**config.mk**
```make
export PLATFORM = sky130hd
export DESIGN_NAME = shift_reg_univ_flat
export DESIGN_NICKNAME = d
export VERILOG_FILES = /design/src/rtl/shift_reg_univ_pkg.sv /design/src/rtl/shift_reg_univ_if.sv /design/src/rtl/shift_reg_univ_shift_cell.sv /design/src/rtl/shift_reg_univ.sv /design/src/flat_wrapper.sv
export SDC_FILE = /design/constraint.sdc
export NUM_CORES = 1
export LEC_CHECK = 0
export ABC_CLOCK_PERIOD_IN_PS = 2100
export CORE_MARGIN = 5
export CORE_UTILIZATION = 43
export DETAILED_ROUTE_END_ITERATION = 8
export PLACE_DENSITY = 0.81
export SYNTH_ARGS = -nofsm -noshare
export SYNTH_HDL_FRONTEND = slang
export SYNTH_SLANG_ARGS = --single-unit
```
**constraint.sdc**
```tcl
create_clock -name C -period 2.1 [get_ports C]
set_input_delay 0.42 -clock C [delete_from_list [all_inputs] [get_ports C]]
set_output_delay 0.42 -clock C [all_outputs]
set_load 0.01 [all_outputs]
```
**src/rtl/shift_reg_univ_pkg.sv**
```systemverilog
// Shared definitions for the universal shift register: mode encoding and logic constants.
package shift_reg_univ_pkg;

  typedef enum logic [1:0] {
    SR_HOLD = 2'b00,
    SR_SHR  = 2'b01,
    SR_SHL  = 2'b10,
    SR_LOAD = 2'b11
  } sr_mode_e;

  localparam logic LOGIC_FALSE = 1'b0;
  localparam logic LOGIC_TRUE  = 1'b1;

endpackage

```
**src/rtl/shift_reg_univ_if.sv**
```systemverilog
// Control/data bundle of the universal shift register; clock and reset stay outside.
interface shift_reg_univ_if #(
  parameter int WIDTH = 8,
  parameter int CNT_W = 4
);

  logic             EN;
  logic [1:0]       M;
  logic             SIR;
  logic             SIL;
  logic [WIDTH-1:0] P;
  logic [WIDTH-1:0] Q;
  logic             SOR;
  logic             SOL;
  logic [CNT_W-1:0] CNT;
  logic             DONE;

  // Stimulus side: drives mode/data, observes register state.
  modport master (
    output EN, M, SIR, SIL, P,
    input  Q, SOR, SOL, CNT, DONE
  );

  // Register side.
  modport slave (
    input  EN, M, SIR, SIL, P,
    output Q, SOR, SOL, CNT, DONE
  );

endinterface

```
**src/rtl/shift_reg_univ_shift_cell.sv**
```systemverilog
// One register stage: 4:1 mode mux (hold / right neighbour / left neighbour / load) feeding
// a flop with synchronous reset and clock enable.
module shift_cell
  import shift_reg_univ_pkg::*;
(
  input  logic       clk_i,
  input  logic       rst_i,
  input  logic       en_i,
  input  logic [1:0] mode_i,
  input  logic       right_nbr_i,  // value moving down on a right shift (Q[i+1] or SIR)
  input  logic       left_nbr_i,   // value moving up on a left shift (Q[i-1] or SIL)
  input  logic       par_i,
  output logic       q_o
);

  logic q_q;
  logic q_d;

  // Next-state select; disabled or hold mode keeps the stored bit.
  always_comb begin
    q_d = q_q;
    if (en_i) begin
      case (sr_mode_e'(mode_i))
        SR_HOLD: q_d = q_q;
        SR_SHR:  q_d = right_nbr_i;
        SR_SHL:  q_d = left_nbr_i;
        SR_LOAD: q_d = par_i;
        default: q_d = q_q;
      endcase
    end
  end

  // Stage flop; reset overrides enable and mode.
  always_ff @(posedge clk_i) begin
    if (rst_i) q_q <= 1'b0;
    else       q_q <= q_d;
  end

  assign q_o = q_q;

endmodule

```
**src/rtl/shift_reg_univ.sv**
```systemverilog
// Universal shift register: WIDTH shift_cell stages plus a saturating shift counter whose
// DONE flag marks a full word shifted in or out (serialiser/deserialiser use).
module shift_reg_univ
  import shift_reg_univ_pkg::*;
#(
  parameter int WIDTH = 8,
  parameter int CNT_W = 4
) (
  input  logic             C,
  input  logic             R,
  shift_reg_univ_if.slave  sr
);

  if (WIDTH < 2) begin : g_bad_width
    $error("shift_reg_univ: WIDTH must be at least 2");
  end
  if ((2 ** CNT_W) <= WIDTH) begin : g_bad_cnt_w
    $error("shift_reg_univ: CNT_W too small to hold WIDTH");
  end

  localparam logic [CNT_W-1:0] CNT_MAX = CNT_W'(WIDTH);

  logic [WIDTH-1:0] q_w;
  logic [CNT_W-1:0] cnt_q;
  logic [CNT_W-1:0] cnt_d;

  // End stages take the serial inputs instead of a neighbour.
  for (genvar i = 0; i < WIDTH; i++) begin : g_stage
    logic right_nbr;
    logic left_nbr;

    if (i == WIDTH - 1) begin : g_top_end
      assign right_nbr = sr.SIR;
    end else begin : g_top_mid
      assign right_nbr = q_w[i+1];
    end

    if (i == 0) begin : g_bot_end
      assign left_nbr = sr.SIL;
    end else begin : g_bot_mid
      assign left_nbr = q_w[i-1];
    end

    shift_cell u_cell (
      .clk_i       (C),
      .rst_i       (R),
      .en_i        (sr.EN),
      .mode_i      (sr.M),
      .right_nbr_i (right_nbr),
      .left_nbr_i  (left_nbr),
      .par_i       (sr.P[i]),
      .q_o         (q_w[i])
    );
  end

  // Shift count: either direction increments up to WIDTH and then saturates; load clears.
  always_comb begin
    cnt_d = cnt_q;
    if (sr.EN) begin
      case (sr_mode_e'(sr.M))
        SR_SHR, SR_SHL: if (cnt_q < CNT_MAX) cnt_d = cnt_q + 1'b1;
        SR_LOAD:        cnt_d = '0;
        default:        cnt_d = cnt_q;
      endcase
    end
  end

  // Counter register; reset discards any partial shift sequence.
  always_ff @(posedge C) begin
    if (R) cnt_q <= '0;
    else   cnt_q <= cnt_d;
  end

  assign sr.Q    = q_w;
  assign sr.SOR  = q_w[0];
  assign sr.SOL  = q_w[WIDTH-1];
  assign sr.CNT  = cnt_q;
  assign sr.DONE = (cnt_q == CNT_MAX) ? LOGIC_TRUE : LOGIC_FALSE;

endmodule

```
**src/flat_wrapper.sv**
```systemverilog
// flat-port wrapper written by rule: the top's interface ports become plain ports
module shift_reg_univ_flat import shift_reg_univ_pkg::*;
#(
  parameter int WIDTH = 8,
  parameter int CNT_W = 4
)
  (C, R, sr_EN, sr_M, sr_SIR, sr_SIL, sr_P, sr_Q, sr_SOR, sr_SOL, sr_CNT, sr_DONE);
  shift_reg_univ_if #(.WIDTH(WIDTH), .CNT_W(CNT_W)) sr_i ();
  input  logic C;
  input  logic R;
  input wire logic [$bits(sr_i.EN)-1:0] sr_EN;
  input wire logic [$bits(sr_i.M)-1:0] sr_M;
  input wire logic [$bits(sr_i.SIR)-1:0] sr_SIR;
  input wire logic [$bits(sr_i.SIL)-1:0] sr_SIL;
  input wire logic [$bits(sr_i.P)-1:0] sr_P;
  output wire logic [$bits(sr_i.Q)-1:0] sr_Q;
  output wire logic [$bits(sr_i.SOR)-1:0] sr_SOR;
  output wire logic [$bits(sr_i.SOL)-1:0] sr_SOL;
  output wire logic [$bits(sr_i.CNT)-1:0] sr_CNT;
  output wire logic [$bits(sr_i.DONE)-1:0] sr_DONE;
  assign sr_i.EN = sr_EN;
  assign sr_i.M = sr_M;
  assign sr_i.SIR = sr_SIR;
  assign sr_i.SIL = sr_SIL;
  assign sr_i.P = sr_P;
  assign sr_Q = sr_i.Q;
  assign sr_SOR = sr_i.SOR;
  assign sr_SOL = sr_i.SOL;
  assign sr_CNT = sr_i.CNT;
  assign sr_DONE = sr_i.DONE;
  shift_reg_univ #(.WIDTH(WIDTH), .CNT_W(CNT_W)) u_core (.C(C), .R(R), .sr(sr_i));
endmodule
```
# --- Yosys cells after proc, flatten, opt, wreduce, memory -nomap -nowiden ---
# Cells that the tools add are included.
classes:
  magnitude_cmp: 1
  n_addsub: 1
  reduce_logical: 5
  eq_ne: 5
  mux: 11
  n_bitwise: 1
ops:
  columns: ["op", "count"]
  rows:
  - ["$pmux W1 S3", 8]
  - ["$pmux W4 S2", 1]
  - ["$add A4 B1 Y4 const B", 1]
  - ["$eq A2 B2 Y1 const B", 2]
  - ["$eq A4 B4 Y1 const B", 1]
  - ["$lt A4 B4 Y1 const B", 1]
  - ["$mux W4", 1]
  - ["$reduce_and A3 Y1", 1]
  - ["$eq A2 B1 Y1 const B", 1]
  - ["$logic_not A2 Y1", 1]
  - ["$ne A2 B1 Y1 const B", 1]
  - ["$reduce_and A2 Y1", 1]
  - ["$reduce_bool A2 Y1", 1]
  - ["$reduce_or A2 Y1", 1]
  - ["$mux W1", 1]
  - ["$not A1 Y1", 1]
word_totals:
  inputBits: 15
  regBits: 12
  wordCells: 33

# --- Logic depth before layout (Yosys ltp) ---
logic_depth:
  ltp_word: 4
  depth_mapped: 7
  depth_no_buf: 5

# --- Hierarchy ---
# A second synthesis with hierarchy kept.
hier_totals:
  cells_unflattened: 96
  area_unflattened_um2: 914.6
modules_own_cells:
  columns: ["mod", "n_inst", "cells_per_inst", "area_per_inst_um2"]
  rows:
  - ["shift_cell", 8, 7, 70.1]
  - ["shift_reg_univ", 1, 40, 354.1]

# --- Worst setup path before layout ---
# Ideal clock, no wire load.
synth_path:
  path_kind: "input -> register"
  startpoint: "input sr_M[0]"
  endpoint: "register u_core.cnt_q[0], in the netlist u_core.sr.CNT[0]"
  stages: 5
  n_path_buf: 0
  setup_ns: 0.121
  setup_slack_ns: 0.535
  arrival_ns: 1.444
  cell_sequence: "inv_1 -> ha_1 -> nand2b_1 -> a21oi_2 -> mux2_2"
synth_between:
  elab_chain_cells: 4
  word_cells_on_any_way: 8
  classes_between: "eq/ne (4); mux (1); reduce/logical (3)"
synth_lines:
  columns: ["item", "line_no", "text"]
  rows:
  - ["from (decl)", "flat_wrapper.sv:12", "input wire logic [$bits(sr_i.M)-1:0] sr_M;"]
  - ["$eq A2 B1 Y1 / $eq A2 B2 Y1 (equally long branches)", "shift_reg_univ.sv:60", "case (sr_mode_e'(sr.M))"]
  - ["$reduce_or A2 Y1", "shift_reg_univ.sv:60", null]
  - ["$ne A2 B1 Y1 (no source line) / $reduce_bool A2 Y1 (equally long branches)", null, null]
  - ["$reduce_and A3 Y1 (no source line)", null, null]
  - ["to (signal assigned)", "shift_reg_univ.sv:71", "else cnt_q <= cnt_d;"]
  - ["to (decl)", "shift_reg_univ.sv:24", "logic [CNT_W-1:0] cnt_q;"]
# Several ways; a longest one is shown, not always the timed one.
# A chain may end at the register's enable or synchronous reset.

# --- Worst setup path after layout ---
layout_path:
  startpoint: "register u_core.cnt_q[0], in the netlist u_core.sr.CNT[0]"
  endpoint: "output sr_DONE"
layout_between:
  elab_chain_cells: 2
layout_lines:
  columns: ["item", "line_no", "text"]
  rows:
  - ["$eq A4 B4 Y1", "shift_reg_univ.sv:78", "assign sr.DONE = (cnt_q == CNT_MAX) ? LOGIC_TRUE : LOGIC_FALSE;"]
  - ["$mux W1", "shift_reg_univ.sv:78", null]
  - ["to (decl)", "flat_wrapper.sv:20", "output wire logic [$bits(sr_i.DONE)-1:0] sr_DONE;"]
# Every way passes these cells.

==> flow_summary.html <==
<table>
<tr><th>Metric</th><th>Value</th></tr>
<tr><th colspan="2">Clock tree</th></tr>
<tr><td>Clock input transition at the sequential cells of the worst setup and hold paths</td><td>70 ps</td></tr>
<tr><td>Number of sinks on the clock net</td><td>12</td></tr>
<tr><td>Post-CTS Repair Setup Buffers</td><td>0</td></tr>
<tr><td>Quantity of hold-fixing buffers added after cts</td><td>0</td></tr>
<tr><td>CTS Root Buffer Type</td><td>sky130_fd_sc_hd__clkbuf_4</td></tr>
<tr><td>Clock network latency to the later pin of the worst-skew pair</td><td>270 ps</td></tr>
<tr><td>Clock tree from TritonCTS</td><td>done</td></tr>
<tr><td>Level count of the clock H-tree</td><td>1</td></tr>
<tr><td>TritonCTS buffer count</td><td>3</td></tr>
<tr><td>Cts repair resizes</td><td>0</td></tr>
<tr><td>Maximum clock path buffer count</td><td>2</td></tr>
<tr><th colspan="2">Global routing</th></tr>
<tr><td>Number of global-route vias before repair</td><td>754</td></tr>
<tr><td>Largest net degree at the start of global routing</td><td>17</td></tr>
<tr><td>Global routing usage summed across all routing layers</td><td>0.140</td></tr>
<tr><td>Global-route wire length before repair</td><td>2990 µm</td></tr>
<tr><td>Initial antenna violation count</td><td>0</td></tr>
<tr><td>Sum of overflow across all layers after global routing</td><td>0</td></tr>
<tr><th colspan="2">Routing</th></tr>
<tr><td>Routed Wire Length</td><td>1830 µm</td></tr>
<tr><td>Via Count</td><td>764</td></tr>
<tr><td>Detailed router's first-iteration violation count</td><td>21</td></tr>
<tr><td>Residual antenna-violating net count after detailed routing</td><td>0</td></tr>
<tr><td>Avg Vias per Cell</td><td>5.23</td></tr>
<tr><td>Number of remaining DRC errors</td><td>0</td></tr>
<tr><td>Length of the first detailed-routing pass in iterations</td><td>7</td></tr>
<tr><td>DR WL/cell</td><td>12.6 µm</td></tr>
<tr><th colspan="2">Pwr</th></tr>
<tr><td>Leakage power summed over all cells</td><td>0.424 nW</td></tr>
<tr><td>Total power after layout</td><td>0.604 mW</td></tr>
<tr><td>Total power per unit cell area</td><td>540 nW/µm²</td></tr>
<tr><td>Peak supply drop</td><td>308 µV</td></tr>
<tr><th colspan="2">Job</th></tr>
<tr><td>MaxCap Viol Count</td><td>0</td></tr>
<tr><th colspan="2">Die</th></tr>
<tr><td>Floorplan die area</td><td>2840 µm²</td></tr>
<tr><td>Initial core utilization</td><td>0.461</td></tr>
<tr><td>Die height</td><td>53.3 µm</td></tr>
<tr><td>Core region area</td><td>1750 µm²</td></tr>
<tr><td>Placement Rows</td><td>15</td></tr>
<tr><td>Top Ports</td><td>30</td></tr>
<tr><td>Chip width</td><td>53.3 µm</td></tr>
<tr><th colspan="2">Worst setup path</th></tr>
<tr><td>Sum of buffers and inverters on the critical path</td><td>2</td></tr>
<tr><td>Required time at the endpoint of the critical path</td><td>1680 ps</td></tr>
<tr><td>Arrival time reported for the critical path endpoint</td><td>1550 ps</td></tr>
<tr><td>Cell chain of the critical path</td><td>inv_1 -&gt; ha_1 -&gt; nand2_1 -&gt; nor2_1 -&gt; clkdlybuf4s50_1</td></tr>
<tr><td>Highest net fanout along the worst path</td><td>5</td></tr>
<tr><td>Category of the worst setup path launch point</td><td>flip-flop</td></tr>
<tr><td>Slowest CP cell</td><td>sky130_fd_sc_hd__clkdlybuf4s50_1</td></tr>
<tr><td>Category of the critical setup timing path</td><td>flip-flop to primary output</td></tr>
<tr><td>Cell type group with the largest total delay on the critical path</td><td>buffers and inverters</td></tr>
<tr><td>Critical Path Max Stage Delay</td><td>550 ps</td></tr>
<tr><td>Kind of end point of the critical path</td><td>primary output</td></tr>
<tr><th colspan="2">Status</th></tr>
<tr><td>Status</td><td>completed</td></tr>
<tr><th colspan="2">Yosys</th></tr>
<tr><td>Dominant combinational cell family by area after synthesis</td><td>compound AO/OA/AOI/OAI gates</td></tr>
<tr><td>Count of different cell masters after synthesis</td><td>27</td></tr>
<tr><td>Biggest area consumer among synthesized cells</td><td>sky130_fd_sc_hd__dfxtp_1</td></tr>
<tr><td>Synth Area in Compound Gates</td><td>0.238</td></tr>
<tr><td>Flip-flop and latch count after synthesis</td><td>12</td></tr>
<tr><td>Synthesized area per cell</td><td>8.65 µm²</td></tr>
<tr><td>Synth Warn #</td><td>0</td></tr>
<tr><td>Post-synth top area share</td><td>0.299</td></tr>
<tr><td>Gate count of the mapped netlist</td><td>93</td></tr>
<tr><td>Adder-cell share of the synthesized area</td><td>0.0778</td></tr>
<tr><td>Post-Synthesis Cell Area</td><td>805 µm²</td></tr>
<tr><td>Ranking of synthesized cells by area</td><td>sky130_fd_sc_hd__dfxtp_1 (30%), sky130_fd_sc_hd__buf_4 (9.3%), sky130_fd_sc_hd__ha_1 (7.8%)</td></tr>
<tr><td>Simple-gate area share of the yosys netlist</td><td>0.193</td></tr>
<tr><td>Sequential element share of the synthesized area</td><td>0.299</td></tr>
<tr><td>Multiplexer share of the synthesized area</td><td>0.0389</td></tr>
<tr><td>Synthesized-area fraction occupied by xor and xnor cells</td><td>0</td></tr>
<tr><td>Number of nets produced by synthesis</td><td>113</td></tr>
<tr><th colspan="2">Timing</th></tr>
<tr><td>Count of final max-slew check failures</td><td>0</td></tr>
<tr><td>Setup repair after global routing missed its margin</td><td>no</td></tr>
<tr><td>Setup_tns</td><td>0 ps</td></tr>
<tr><td>Setup-failing EPs final</td><td>0</td></tr>
<tr><td>Worst-Margin Slew</td><td>260 ps</td></tr>
<tr><td>Worst Hold Margin</td><td>522 ps</td></tr>
<tr><td>Maximum clock skew at final layout</td><td>8.73 ps</td></tr>
<tr><td>Worst relative slew slack</td><td>0.826</td></tr>
<tr><td>Final Worst Setup Slack</td><td>131 ps</td></tr>
<tr><td>Period minus WS final</td><td>1970 ps</td></tr>
<tr><td>Hold Fails Final Rpt</td><td>0</td></tr>
<tr><td>Final clock period utilization by the worst path</td><td>0.938</td></tr>
<tr><td>Max Clock Freq</td><td>0.508 GHz</td></tr>
<tr><th colspan="2">Final layout</th></tr>
<tr><td>Synth-to-Final Area Change</td><td>38.9%</td></tr>
<tr><td>Share of the core filled with cells</td><td>0.640</td></tr>
<tr><td>Final nets</td><td>142</td></tr>
<tr><td>Fraction of layout cells with a size suffix above 1</td><td>0.174</td></tr>
<tr><td>Final instance count without filler cells</td><td>146</td></tr>
<tr><td>Area of all placed cells without fillers</td><td>1120 µm²</td></tr>
<tr><td>Number of inserted diodes</td><td>0</td></tr>
<tr><th colspan="2">Place</th></tr>
<tr><td>Quantity of I/O buffers inserted on ports</td><td>29</td></tr>
<tr><td>Placed Cells incl. Taps</td><td>142</td></tr>
<tr><td>Dpl hpwl</td><td>1450 µm</td></tr>
<tr><td>Worst slack after detailed placement</td><td>0.136 ps</td></tr>
<tr><td>Final weighted congestion in routability-driven placement</td><td>0.786</td></tr>
<tr><td>Placed standard-cell area</td><td>1080 µm²</td></tr>
<tr><th colspan="2">Hold path</th></tr>
<tr><td>Hold Crit Class</td><td>flip-flop to flip-flop</td></tr>
</table>
==> registers in the layout, indices dropped and copies added (netlist names) <==
signal and flops:
u_core.sr.CNT 4, u_core.g_stage.u_cell.q_o 8
==> cell usage in the layout, fill, tap and decap left out, types with 2 or more instances in the layout <==
cell / n
sky130_fd_sc_hd__ha_1: 5
sky130_fd_sc_hd__buf_4: 8
sky130_fd_sc_hd__nor2b_1: 2
sky130_fd_sc_hd__nand2_1: 11
sky130_fd_sc_hd__dfxtp_1: 12
sky130_fd_sc_hd__a311oi_1: 6
sky130_fd_sc_hd__clkbuf_4: 3
sky130_fd_sc_hd__o21ai_0: 2
sky130_fd_sc_hd__mux2i_1: 2
sky130_fd_sc_hd__nand2b_1: 3
sky130_fd_sc_hd__nor2_2: 2
sky130_fd_sc_hd__a311oi_2: 2
sky130_fd_sc_hd__a22oi_1: 8
sky130_fd_sc_hd__nor2_1: 9
sky130_fd_sc_hd__clkdlybuf4s50_1: 29
sky130_fd_sc_hd__inv_1: 5
==> synthesized netlist by cell type <==
master,number
sky130_fd_sc_hd__dfxtp_1,12
sky130_fd_sc_hd__nand2_1,11
sky130_fd_sc_hd__buf_4,10
sky130_fd_sc_hd__nor2_1,9
sky130_fd_sc_hd__a22oi_1,8
sky130_fd_sc_hd__a311oi_1,6
sky130_fd_sc_hd__ha_1,5
sky130_fd_sc_hd__inv_1,5
sky130_fd_sc_hd__nand2b_1,3
sky130_fd_sc_hd__a311oi_2,2
sky130_fd_sc_hd__buf_2,2
sky130_fd_sc_hd__mux2i_1,2
sky130_fd_sc_hd__nor2_2,2
sky130_fd_sc_hd__nor2b_1,2
sky130_fd_sc_hd__o21ai_0,2
sky130_fd_sc_hd__a211oi_1,1
sky130_fd_sc_hd__a21oi_1,1
sky130_fd_sc_hd__a21oi_2,1
sky130_fd_sc_hd__and2_1,1
sky130_fd_sc_hd__buf_12,1
sky130_fd_sc_hd__mux2_2,1
sky130_fd_sc_hd__nand3_1,1
sky130_fd_sc_hd__nor2_4,1
sky130_fd_sc_hd__nor3_1,1
sky130_fd_sc_hd__o21a_1,1
sky130_fd_sc_hd__o21ba_2,1
sky130_fd_sc_hd__or3b_2,1
==> power breakdown <==
group	switching, mW	internal [mW]	leakage, nW	total [mW]
registers	0.0159	0.242	0.0986	0.258
logic	0.0683	0.0932	0.305	0.161
clock network	0.0789	0.105	0.0210	0.184
==> worst register-to-register path: stages (launching register included) <==
cell                      delay (ps)
sky130_fd_sc_hd__dfxtp_1         410
sky130_fd_sc_hd__inv_1            80
sky130_fd_sc_hd__ha_1            270
sky130_fd_sc_hd__or3b_2          430
sky130_fd_sc_hd__mux2i_1         140
==> cell families (layout without fill, tap and decap cells) <==
kind of cell             count (synthesis)  in the layout
AND/OR/NAND/NOR                         32             32
AO/OA/AOI/OAI                           23             23
buffers and inverters                   18             46
flip-flops                              12             12
adder cells (fa/ha/maj)                  5              5
multiplexers                             3              3
==> routing by layer <==
layer / track usage / vias up / share of wire
met2: 0.241 / 32 / 0.49
li1: - / 379 / -
met5: 0 / - / 0
met1: 0.167 / 351 / 0.43
met3: 0.0366 / 2 / 0.081
met4: 0.0468 / 0 / 0.0049
==> path summary, 6_finish.rpt <==
path / start / end / slack (ps) / cells after the start
max: u_core.sr.CNT[0] / sr_DONE / 130 / 5
min: u_core.g_stage[2].u_cell.q_o / u_core.g_stage[1].u_cell.q_o / 520 / 2
max reg2reg: u_core.sr.CNT[0] / u_core.sr.CNT[1] / 700 / 4
min reg2reg: u_core.g_stage[2].u_cell.q_o / u_core.g_stage[1].u_cell.q_o / 520 / 2
==> final cells by class <==
cell class | count | area [µm²]
Sequential cell | 12 | 240
Clock buffer | 4 | 36.3
Tap cell | 25 | 31.3
Timing Repair Buffer | 37 | 350
Fill cell | 154 | 628
Inverter | 5 | 18.8
Multi-Input combinational cell | 63 | 440
Note: power is estimated with default switching activity, not from simulation.
==> RTL change (config.mk and constraints unchanged) <==
Make the reset (`rst_i`) asynchronous in one clocked block. Comments in the files are not updated.
--- a/src/rtl/shift_reg_univ_shift_cell.sv
+++ b/src/rtl/shift_reg_univ_shift_cell.sv
@@ -31,7 +31,7 @@
   end
 
   // Stage flop; reset overrides enable and mode.
-  always_ff @(posedge clk_i) begin
+  always_ff @(posedge clk_i or posedge rst_i) begin
     if (rst_i) q_q <= 1'b0;
     else       q_q <= q_d;
   end
Function: changed (a bounded check fails within 4 cycles, from zero or initial values; the reset may be asserted at any time).
==> RTL change against the original RTL <==
  * Power is 16% higher
  * Die area down 0.13%
  * Worst setup slack better by 0.00067 ns
  * Routed wire length up 6.1%
  * Sequential cell count did not move
  * Maximum frequency about the same
  * First-iteration DRC count decreased by 43%
  * Cell area shrank 1.2%
  * Combinational power up 40%
  * Area after synthesis is 0.16% lower
  * Critical endpoint unchanged
  * Largest cell class unchanged
==> RTL change: results (changes against the original RTL) <==
outcome: "complete, no violations"  # unchanged
layout.nets: 133  # was 142
r2r_end: "u_core.sr.CNT[0]"  # was u_core.sr.CNT[1]
nNonClkBuffers: 31  # was 37
multi_input_area_um2: 417  # was 440 um^2
wl_met2_um: 989  # was 893 um
fill_cells: 179  # was 154
dpl.hpwl_um: 1530  # was 1450 um
clk_share_pct: 3.29  # was 3.25%
drt-initial-drc-count: 12  # was 21
grt_pass1_wl_um: 3180  # was 2990 um
p_leak_nw: 0.459  # was 0.424 nW
r2r_start: "u_core.sr.CNT[3]"  # was u_core.sr.CNT[0]
yosysSeqAreaShare_pct: 34.9  # was 29.9%
layout.nonclk_buf_share_pct: 28.8  # was 31.4%
async_reset_ff_share_pct: 66.7  # was 0%
synthTopCellsByArea: "dfrtp_1 25%, dfxtp_1 10%, a22o_1 8.7%, ha_1 7.8%, buf_4 7.5%"  # was dfxtp_1 30%, buf_4 9.3%, ha_1 7.8%, a22oi_1 7.5%, a311oi_1 6.5%
min-delay-path-class: "input pin to async pin"  # was flop to flop
r2r_slack_ns: 1.01  # was 0.70 ns
m1WireLength_um: 804  # was 782 um
sw_frac_of_total_pct: 29.3  # was 27.0%
dr.pass1.iters: 4  # was 7
crit_path_max_incr_delay_ns: 0.48  # was 0.55 ns
postPlaceCellArea_mm2: 0.00106  # was 0.00108 mm^2
regArea_um2: 283  # was 240 um^2
grt.met3_usage_pct: 4.23  # was 3.66%
grt_usage_pct: 15.3  # was 14.0%
synthTopCellsByCount: "10 x a21oi_1, 10 x nand2_1"  # was 12 x dfxtp_1, 11 x nand2_1, 10 x buf_4, 9 x nor2_1, 8 x a22oi_1
pre_cts_ws_ns: 0.0800  # was 0.000136 ns
drive_above_1_share_pct: 10.7  # was 17.4%
gp_congestion: 0.816  # was 0.786
yosysTopAreaCell: "dfrtp_1"  # was dfxtp_1
grt_use_met2_pct: 27.3  # was 24.1%
power.density_mw_per_mm2: 637  # was 540 mW/mm^2
finalCriticalPeriod_ns: 1.97  # about the same
synth.distinct_cells: 25  # was 27
wl_met3_um: 121  # was 148 um
seq_cells: 12  # unchanged
rr_worst_depth: 3  # was 4
grtUsageMet1_pct: 16.5  # was 16.7%
## RTL change: critical path: cells and delay by family, from the launching register on
kind | cells | cell delay [ns]
adder cells (fa/ha/maj) | 1 | 0.20
buffers and inverters | 2 | 0.55
flip-flops | 1 | 0.37
AND/OR/NAND/NOR | 1 | 0.17
## RTL change: kinds of logic (layout without fill, tap and decap cells)
logic type / Yosys count / in the layout / synth area share (%)
buf+inv: 16 / 40 / 13.2
mux: 3 / 3 / 3.74
flops: 12 / 12 / 34.9
fa+ha+maj: 5 / 5 / 7.79
simple gates: 20 / 20 / 14.2
compound gates: 32 / 32 / 26.2
## RTL change: through the flow
step	utilization [%]	hold slack, ns	std cells
2_1_floorplan	-	0.284	88
3_3_place_gp	61.0	0.512	133
3_5_place_dp	61.0	0.518	133
4_1_cts	63.1	0.415	137
5_1_grt	63.2	0.426	137
6_report	63.2	0.417	137
